$ cat config.mk
export PLATFORM = sky130hd
export DESIGN_NAME = execute_sequencer_flat
export DESIGN_NICKNAME = d
export VERILOG_FILES = /design/src/rtl/execute_sequencer_if.sv /design/src/rtl/execute_sequencer.sv /design/src/flat_wrapper.sv
export SDC_FILE = /design/constraint.sdc
export NUM_CORES = 1
export LEC_CHECK = 0
export CORE_ASPECT_RATIO = 2
export CORE_UTILIZATION = 55
export DETAILED_ROUTE_END_ITERATION = 6
export DONT_BUFFER_PORTS = 1
export GPL_TIMING_DRIVEN = 1
export PLACE_DENSITY_LB_ADDON = 0.08
export SETUP_SLACK_MARGIN = 0.3
export SYNTH_ARGS = -nofsm -noshare
export SYNTH_HDL_FRONTEND = slang
export SYNTH_SLANG_ARGS = --single-unit
$ cat constraint.sdc
create_clock -name Clk -period 3.4 [get_ports Clk]
set_input_delay 0.34 -clock Clk [delete_from_list [all_inputs] [get_ports Clk]]
set_output_delay 0.34 -clock Clk [all_outputs]
set_load 0.03 [all_outputs]
$ cat src/rtl/execute_sequencer_if.sv
// Start/Ready/Done handshake and instruction/result bus between the stage
// sequencer (master) and the execute sequencer (slave).
interface execute_sequencer_if;
    logic        Start;
    logic        Abort;
    logic [3:0]  icode;
    logic [3:0]  ifun;
    logic [63:0] valA;
    logic [63:0] valB;
    logic [63:0] valC;
    logic        Ready;
    logic        Done;
    logic [63:0] valE;
    logic        Condition;
    logic [0:2]  ConditionCodes;
    logic        Error;

    modport master (
        output Start, Abort, icode, ifun, valA, valB, valC,
        input  Ready, Done, valE, Condition, ConditionCodes, Error
    );

    modport slave (
        input  Start, Abort, icode, ifun, valA, valB, valC,
        output Ready, Done, valE, Condition, ConditionCodes, Error
    );
endinterface

$ cat src/rtl/execute_sequencer.sv
// Y86-64 execute stage controller: one shared ALU, condition-code register,
// and a five-state IDLE/DECODE/EXEC/COND/DONE sequence per instruction.
module execute_sequencer #(
    parameter logic [63:0] STACK_STEP = 64'd8,
    parameter int unsigned WIDTH      = 64
) (
    input logic                 Clk,
    input logic                 Reset_n,
    execute_sequencer_if.slave  bus
);
    localparam int unsigned W = WIDTH;

    typedef enum logic [2:0] {
        S_IDLE   = 3'd0,
        S_DECODE = 3'd1,
        S_EXEC   = 3'd2,
        S_COND   = 3'd3,
        S_DONE   = 3'd4
    } state_e;

    localparam logic [1:0] FN_ADD = 2'b00;
    localparam logic [1:0] FN_SUB = 2'b01;
    localparam logic [1:0] FN_AND = 2'b10;
    localparam logic [1:0] FN_XOR = 2'b11;

    state_e         state_q, state_d;
    logic [3:0]     icode_q, icode_d, ifun_q, ifun_d;
    logic [W-1:0]   val_a_q, val_a_d, val_b_q, val_b_d, val_c_q, val_c_d;
    logic [W-1:0]   op_x_q, op_x_d, op_y_q, op_y_d;
    logic [1:0]     alu_fn_q, alu_fn_d;
    logic [W-1:0]   val_e_q, val_e_d;
    logic           cond_q, cond_d;
    logic           error_q, error_d;
    logic [0:2]     cc_q, cc_d;
    logic           done_q, done_d;
    logic           ready_q, ready_d;

    logic [W-1:0]   alu_res_c;
    logic           alu_of_c;
    logic           cond_eval_c;

    // Shared ALU: result = x op y, so sub computes x - y.
    always_comb begin
        alu_res_c = '0;
        alu_of_c  = 1'b0;
        unique case (alu_fn_q)
            FN_ADD: begin
                alu_res_c = op_x_q + op_y_q;
                alu_of_c  = (op_x_q[W-1] == op_y_q[W-1]) && (alu_res_c[W-1] != op_x_q[W-1]);
            end
            FN_SUB: begin
                alu_res_c = op_x_q - op_y_q;
                alu_of_c  = (op_x_q[W-1] != op_y_q[W-1]) && (alu_res_c[W-1] != op_x_q[W-1]);
            end
            FN_AND: alu_res_c = op_x_q & op_y_q;
            FN_XOR: alu_res_c = op_x_q ^ op_y_q;
        endcase
    end

    // Branch/move condition from the committed {ZF,SF,OF}.
    always_comb begin
        cond_eval_c = 1'b0;
        case (ifun_q)
            4'h0:    cond_eval_c = 1'b1;
            4'h1:    cond_eval_c = cc_q[0] | (cc_q[1] ^ cc_q[2]);
            4'h2:    cond_eval_c = cc_q[1] ^ cc_q[2];
            4'h3:    cond_eval_c = cc_q[0];
            4'h4:    cond_eval_c = ~cc_q[0];
            4'h5:    cond_eval_c = ~(cc_q[1] ^ cc_q[2]);
            4'h6:    cond_eval_c = ~cc_q[0] & ~(cc_q[1] ^ cc_q[2]);
            default: cond_eval_c = 1'b0;
        endcase
    end

    always_comb begin
        state_d  = state_q;
        icode_d  = icode_q;
        ifun_d   = ifun_q;
        val_a_d  = val_a_q;
        val_b_d  = val_b_q;
        val_c_d  = val_c_q;
        op_x_d   = op_x_q;
        op_y_d   = op_y_q;
        alu_fn_d = alu_fn_q;
        val_e_d  = val_e_q;
        cond_d   = cond_q;
        error_d  = error_q;
        cc_d     = cc_q;
        done_d   = 1'b0;

        unique case (state_q)
            S_IDLE: begin
                if (bus.Start) begin
                    icode_d = bus.icode;
                    ifun_d  = bus.ifun;
                    val_a_d = bus.valA;
                    val_b_d = bus.valB;
                    val_c_d = bus.valC;
                    state_d = S_DECODE;
                end
            end
            S_DECODE: begin
                if (bus.Abort) begin
                    state_d = S_IDLE;
                end else begin
                    state_d  = S_EXEC;
                    op_x_d   = '0;
                    op_y_d   = '0;
                    alu_fn_d = FN_ADD;
                    case (icode_q)
                        4'h0, 4'h1, 4'h7: ;
                        4'h2: op_x_d = val_a_q;
                        4'h3: op_x_d = val_c_q;
                        4'h4, 4'h5: begin
                            op_x_d = val_b_q;
                            op_y_d = val_c_q;
                        end
                        4'h6: begin
                            op_x_d   = val_b_q;
                            op_y_d   = val_a_q;
                            alu_fn_d = ifun_q[1:0];
                        end
                        4'h8, 4'hA: begin
                            op_x_d   = val_b_q;
                            op_y_d   = W'(STACK_STEP);
                            alu_fn_d = FN_SUB;
                        end
                        4'h9, 4'hB: begin
                            op_x_d = val_b_q;
                            op_y_d = W'(STACK_STEP);
                        end
                        default: begin
                            // Illegal icode: report at once without touching the ALU path.
                            error_d = 1'b1;
                            val_e_d = '0;
                            cond_d  = 1'b1;
                            state_d = S_DONE;
                        end
                    endcase
                end
            end
            S_EXEC: begin
                if (bus.Abort) begin
                    state_d = S_IDLE;
                end else begin
                    val_e_d = alu_res_c;
                    error_d = 1'b0;
                    if (icode_q == 4'h6) begin
                        cc_d = {alu_res_c == '0, alu_res_c[W-1], alu_of_c};
                    end
                    state_d = S_COND;
                end
            end
            S_COND: begin
                cond_d  = (icode_q == 4'h2 || icode_q == 4'h7) ? cond_eval_c : 1'b1;
                state_d = S_DONE;
            end
            S_DONE: begin
                done_d  = 1'b1;
                state_d = S_IDLE;
            end
            default: state_d = S_IDLE;
        endcase

        ready_d = (state_d == S_IDLE);
    end

    always_ff @(posedge Clk or negedge Reset_n) begin
        if (!Reset_n) begin
            state_q  <= S_IDLE;
            icode_q  <= '0;
            ifun_q   <= '0;
            val_a_q  <= '0;
            val_b_q  <= '0;
            val_c_q  <= '0;
            op_x_q   <= '0;
            op_y_q   <= '0;
            alu_fn_q <= FN_ADD;
            val_e_q  <= '0;
            cond_q   <= 1'b1;
            error_q  <= 1'b0;
            cc_q     <= 3'b100;
            done_q   <= 1'b0;
            ready_q  <= 1'b1;
        end else begin
            state_q  <= state_d;
            icode_q  <= icode_d;
            ifun_q   <= ifun_d;
            val_a_q  <= val_a_d;
            val_b_q  <= val_b_d;
            val_c_q  <= val_c_d;
            op_x_q   <= op_x_d;
            op_y_q   <= op_y_d;
            alu_fn_q <= alu_fn_d;
            val_e_q  <= val_e_d;
            cond_q   <= cond_d;
            error_q  <= error_d;
            cc_q     <= cc_d;
            done_q   <= done_d;
            ready_q  <= ready_d;
        end
    end

    assign bus.Ready          = ready_q;
    assign bus.Done           = done_q;
    assign bus.valE           = 64'(val_e_q);
    assign bus.Condition      = cond_q;
    assign bus.ConditionCodes = cc_q;
    assign bus.Error          = error_q;
endmodule
$ cat src/flat_wrapper.sv
// flat-port wrapper written by rule: the top's interface ports become plain ports
module execute_sequencer_flat 
#(
    parameter logic [63:0] STACK_STEP = 64'd8,
    parameter int unsigned WIDTH      = 64
)
  (Clk, Reset_n, bus_Start, bus_Abort, bus_icode, bus_ifun, bus_valA, bus_valB, bus_valC, bus_Ready, bus_Done, bus_valE, bus_Condition, bus_ConditionCodes, bus_Error);
  execute_sequencer_if bus_i ();
  input logic Clk;
  input logic Reset_n;
  input wire logic [$bits(bus_i.Start)-1:0] bus_Start;
  input wire logic [$bits(bus_i.Abort)-1:0] bus_Abort;
  input wire logic [$bits(bus_i.icode)-1:0] bus_icode;
  input wire logic [$bits(bus_i.ifun)-1:0] bus_ifun;
  input wire logic [$bits(bus_i.valA)-1:0] bus_valA;
  input wire logic [$bits(bus_i.valB)-1:0] bus_valB;
  input wire logic [$bits(bus_i.valC)-1:0] bus_valC;
  output wire logic [$bits(bus_i.Ready)-1:0] bus_Ready;
  output wire logic [$bits(bus_i.Done)-1:0] bus_Done;
  output wire logic [$bits(bus_i.valE)-1:0] bus_valE;
  output wire logic [$bits(bus_i.Condition)-1:0] bus_Condition;
  output wire logic [$bits(bus_i.ConditionCodes)-1:0] bus_ConditionCodes;
  output wire logic [$bits(bus_i.Error)-1:0] bus_Error;
  assign bus_i.Start = bus_Start;
  assign bus_i.Abort = bus_Abort;
  assign bus_i.icode = bus_icode;
  assign bus_i.ifun = bus_ifun;
  assign bus_i.valA = bus_valA;
  assign bus_i.valB = bus_valB;
  assign bus_i.valC = bus_valC;
  assign bus_Ready = bus_i.Ready;
  assign bus_Done = bus_i.Done;
  assign bus_valE = bus_i.valE;
  assign bus_Condition = bus_i.Condition;
  assign bus_ConditionCodes = bus_i.ConditionCodes;
  assign bus_Error = bus_i.Error;
  execute_sequencer #(.STACK_STEP(STACK_STEP), .WIDTH(WIDTH)) u_core (.Clk(Clk), .Reset_n(Reset_n), .bus(bus_i));
endmodule
==> run_results.csv, run 1 <==
group,metric,value,unit
synthesis,synth_edf_count,0,
synthesis,seq_area_frac_synth,38.6,%
place,place.gp.congestion,1.15,
clocking,clockRootBuffer,"clkbuf_16",
floorplanning,die_w,156,um
synthesis,synthArstFlopShare,100,%
synthesis,synth_ff_type,"dfrtp_1",
synthesis,synthTopCellsByCount,"dfrtp_1 (401), nand2_1 (249), a21oi_1 (237)",
global_routing,grt_pass1_vias,42013,
place,dp_hpwl,101,mm
status,status,"aborted with a tool error",
synthesis,synth_area_leaders,"dfrtp_1 (38%), mux2_2 (8.8%), ha_1 (6.1%)",
synthesis,synth_cell_types,88,
global_routing,grt_max_degree,405,
floorplanning,rows,112,
synthesis,yosys.area.top_type,"dfrtp_1",
global_routing,grtUsageTotal,86.7,%
clocking,h-tree-depth,2,
synthesis,syn_nets,3227,
place,io_buffers,0,
status,stop_error,"[ERROR GRT-0116] Global routing finished with congestion. Check the congestion regions in the DRC Viewer.",
synthesis,postSynthCellCount,2893,
floorplanning,fp.dieH,311,um
synthesis,synth.avg_cell_area,9.07,um^2
synthesis,synth_top_area_share,38.3,%
clocking,cts_max_path_buffers,3,
place,preCtsSetupSlack,-1.22,ns
floorplanning,pin_count,275,
status,haltStage,"global routing (5_1_grt)",
place,placed_area,0.0334,mm^2
global_routing,globalRoute.totalOverflow,2555,
floorplanning,start_util,56.0,%
global_routing,grt_pass1_wl,316,mm
clocking,cts_buffers,35,
clocking,cts_num_sinks,404,
synthesis,syn_area,0.0262,mm^2
synthesis,yosysWarnings,0,
synthesis,ys_seq_elements,404,
synthesis,yosysMostFrequentCell,"dfrtp_1",
-- repair_timing --
item	4_1_cts
setup buffers	76
resized for setup	416
pin swaps	104
endpoints found under the hold margin	604
setup endpoints to repair	56
hold buffers	200
-- layer usage --
metal / overflow / track usage [%]
met1: 25 / 80.7
met5: 5 / 23.1
met2: 1922 / 114
met3: 34 / 61.2
met4: 569 / 95.2
-- cell families after synthesis --
logic type / after synthesis / share of synthesized area, %
compound gates: 991 / 25.8
simple gates: 788 / 14.4
flops: 404 / 38.6
buf+inv: 346 / 5.12
mux: 221 / 9.41
fa+ha+maj: 130 / 6.26
xor+xnor: 13 / 0.434
-- stage by stage --
step,TNS (ns),cells
4_1_cts,-6.80,4572
3_5_place_dp,-17.15,4232
3_3_place_gp,-15.06,4232
2_1_floorplan,-0.120,2893
==> inputs of run 2 (changes only) <==
Settings changed: CORE_ASPECT_RATIO 2 to unset, CORE_UTILIZATION 55 to 40, PLACE_DENSITY_LB_ADDON 0.08 to 0.15, SETUP_SLACK_MARGIN 0.3 to unset.
Clock period 3.4 ns to 4.4 ns, I/O delays scaled along.
==> run 2 against run 1 <==
Synthesized cell count stayed put. Synthesized area stayed put. The flow now finishes, with violations (negative hold slack).
==> run_results.csv, run 2 <==
group,metric,value,unit
synthesis,synth.avg_cell_area,9.07,um^2
final_layout,layout_commonest_cell,"dfrtp_1",
synthesis,yosys.area.top_type,"dfrtp_1",
synthesis,synthArstFlopShare,100,%
place,dp_hpwl,83.2,mm
synthesis,synth_ff_type,"dfrtp_1",
power_and_ir_drop,p_per_area,1020,mW/mm^2
synthesis,synth_area_leaders,"dfrtp_1 (38%), mux2_2 (8.8%), ha_1 (6.1%)",
critical_path,rr_worst_depth,17,
detailed_routing,drt_iter0_markers,3439,
detailed_routing,vias,26506,
final_layout,syn2layout_area_growth,27.2,%
synthesis,yosysMostFrequentCell,"dfrtp_1",
place,preCtsSetupSlack,-0.135,ns
power_and_ir_drop,total_power,34.1,mW
sta,layout_setup_ws,0.0934,ns
detailed_routing,drt-pass1-iter-count,7,
clocking,h-tree-depth,2,
detailed_routing,remaining_drc_errors,0,
detailed_routing,wl_per_cell,26.6,um
power_and_ir_drop,vdd_drop_max,447,uV
status,failed_checks,"negative hold slack",
global_routing,grt_max_degree,405,
final_layout,final_cell_mix,"dfrtp_1 (399), buf_4 (377), nand2_1 (249)",
floorplanning,fp.dieH,258,um
hold_path,min_path_type,"in -> async",
final_layout,drive_above_1_share,22.5,%
synthesis,synth_top_area_share,38.3,%
sta,relSlewSlack,11.7,%
global_routing,grt_pass1_vias,25203,
floorplanning,pin_count,275,
sta,finalSetupViolCount,0,
sta,final_max_slew_viol_count,0,
clocking,clk_pin_slew_worst_paths,0.06,ns
floorplanning,die_w,258,um
sta,setup_tns,0,ns
power_and_ir_drop,p_leak,14.4,nW
detailed_routing,drt_wl_total,112,mm
synthesis,postSynthCellCount,2893,
clocking,cts_num_sinks,404,
clocking,cts_buffers,46,
synthesis,syn_area,0.0262,mm^2
run,cap_violations,0,
status,status,"complete, but fails checks",
detailed_routing,avgViaCountPerCell,6.31,
sta,whs,-0.469,ns
synthesis,synthTopCellsByCount,"dfrtp_1 (401), nand2_1 (249), a21oi_1 (237)",
sta,fin_crit_sh,97.9,%
place,placed_area,0.0295,mm^2
synthesis,seq_area_frac_synth,38.6,%
synthesis,synth_cell_types,88,
critical_path,crit_fanout,8,
clocking,holdBufCountCts,200,
global_routing,grt_pass1_wl,167,mm
synthesis,syn_nets,3227,
clocking,clockRootBuffer,"clkbuf_16",
synthesis,synth_edf_count,0,
floorplanning,design.core.area,0.0646,mm^2
sta,tightest_slew,1.32,ns
global_routing,antenna_found_initial,6,
clocking,cts_tree,"built",
critical_path,worstPathRequired,4.95,ns
global_routing,globalRoute.totalOverflow,0,
final_layout,design_area,0.0334,mm^2
synthesis,ys_seq_elements,404,
clocking,cts_max_path_buffers,3,
sta,layout_min_cycle_time,4.31,ns
sta,hold_violations,404,
critical_path,path_class,"reg -> reg",
floorplanning,rows,93,
final_layout,layout.nets,3642,
floorplanning,start_util,40.6,%
critical_path,end_kind,"flop",
clocking,clock_latency,0.61,ns
place,io_buffers,0,
sta,fin_skew,0.0153,ns
detailed_routing,ant_nets,0,
synthesis,yosysWarnings,0,
critical_path,cp-start-kind,"flop",
global_routing,grtUsageTotal,32.8,%
place,place.gp.congestion,0.963,
sta,max_freq,0.232,GHz
floorplanning,fp.dieArea,0.0666,mm^2
critical_path,cp.arrival,4.86,ns
==> run 2: what timing repair did <==
| item | 4_1_cts | 5_1_grt |
|---|---|---|
| endpoints found under the hold margin | 604 | 404 |
| resized for setup | 6 | 51 |
| endpoints found under the setup margin | 2 | 3 |
| setup buffers | 0 | 1 |
| pin swaps | 0 | 4 |
==> run 2: logic make-up (layout without fill, tap and decap cells) <==
kind of cell	count (synthesis)	count (layout)	synth area share, %
flip-flops	404	404	38.6
AO/OA/AOI/OAI	991	991	25.8
multiplexers	221	221	9.41
XOR/XNOR	13	13	0.434
other	0	3	0
adder cells (fa/ha/maj)	130	130	6.26
AND/OR/NAND/NOR	788	788	14.4
buffers and inverters	346	797	5.12
==> run 2: metrics by stage <==
step	hold WS (ns)	util (%)	std cells
after floorplan	0.144	-	2893
after global placement	0.158	45.7	3914
after detailed placement	0.155	45.7	3914
after CTS	-0.486	51.3	4198
after global routing	-0.481	51.7	4201
final	-0.469	51.7	4202
==> run 2: report_power, final <==
group / internal (mW) / total (mW) / switching (mW)
Sequential: 5.54 / 7.62 / 2.07
Combinational: 9.08 / 22.4 / 13.4
Clock: 2.42 / 4.08 / 1.66
==> run 2: worst paths after layout <==
check	from	slack [ns]	to
max in group asynchronous	Reset_n	4.03	u_core.op_y_q[55]
min	Reset_n	-0.47	u_core.val_a_q[11]
max reg2reg	u_core.op_y_q[4]	0.09	u_core.bus.ConditionCodes[0]
max	u_core.op_y_q[4]	0.09	u_core.bus.ConditionCodes[0]
min reg2reg	u_core.val_b_q[34]	0.51	u_core.val_b_q[34]
min in group Clk	bus_Abort	0.06	u_core.state_q[1]
==> run 2: worst max-delay path, cell delays in order (launching register included) <==
cell and delay, ns:
dfrtp_1 0.34, inv_1 0.06, ha_1 0.36, buf_4 0.18
nand2_1 0.08, a211o_4 0.31, a2111o_1 0.44, a211o_1 0.41
a21o_4 0.27, o211ai_2 0.13, o21ai_1 0.09, a31oi_1 0.23
buf_4 0.19, nand4b_1 0.08, or4_1 0.58, nor4_2 0.25
nand4_1 0.14, nand2_1 0.09
==> run 2: routing by layer <==
metal	vias up	share of wire, %	track usage, %
met5	-	0.038	0
li1	11791	-	-
met1	13162	49	52.5
met2	1398	39	44.0
met3	149	10	7.33
met4	6	1.9	6.54
==> run 2: final cells by class <==
class | instances | area, um^2
Multi-Input combinational cell | 2143 | 15100
Sequential cell | 404 | 10100
Antenna cell | 3 | 7.51
Clock inverter | 14 | 251
Inverter | 127 | 477
Timing Repair Buffer | 586 | 5010
Tap cell | 855 | 1070
Clock buffer | 70 | 1350
Fill cell | 6029 | 31200
Power figures use the tool's default switching activity.
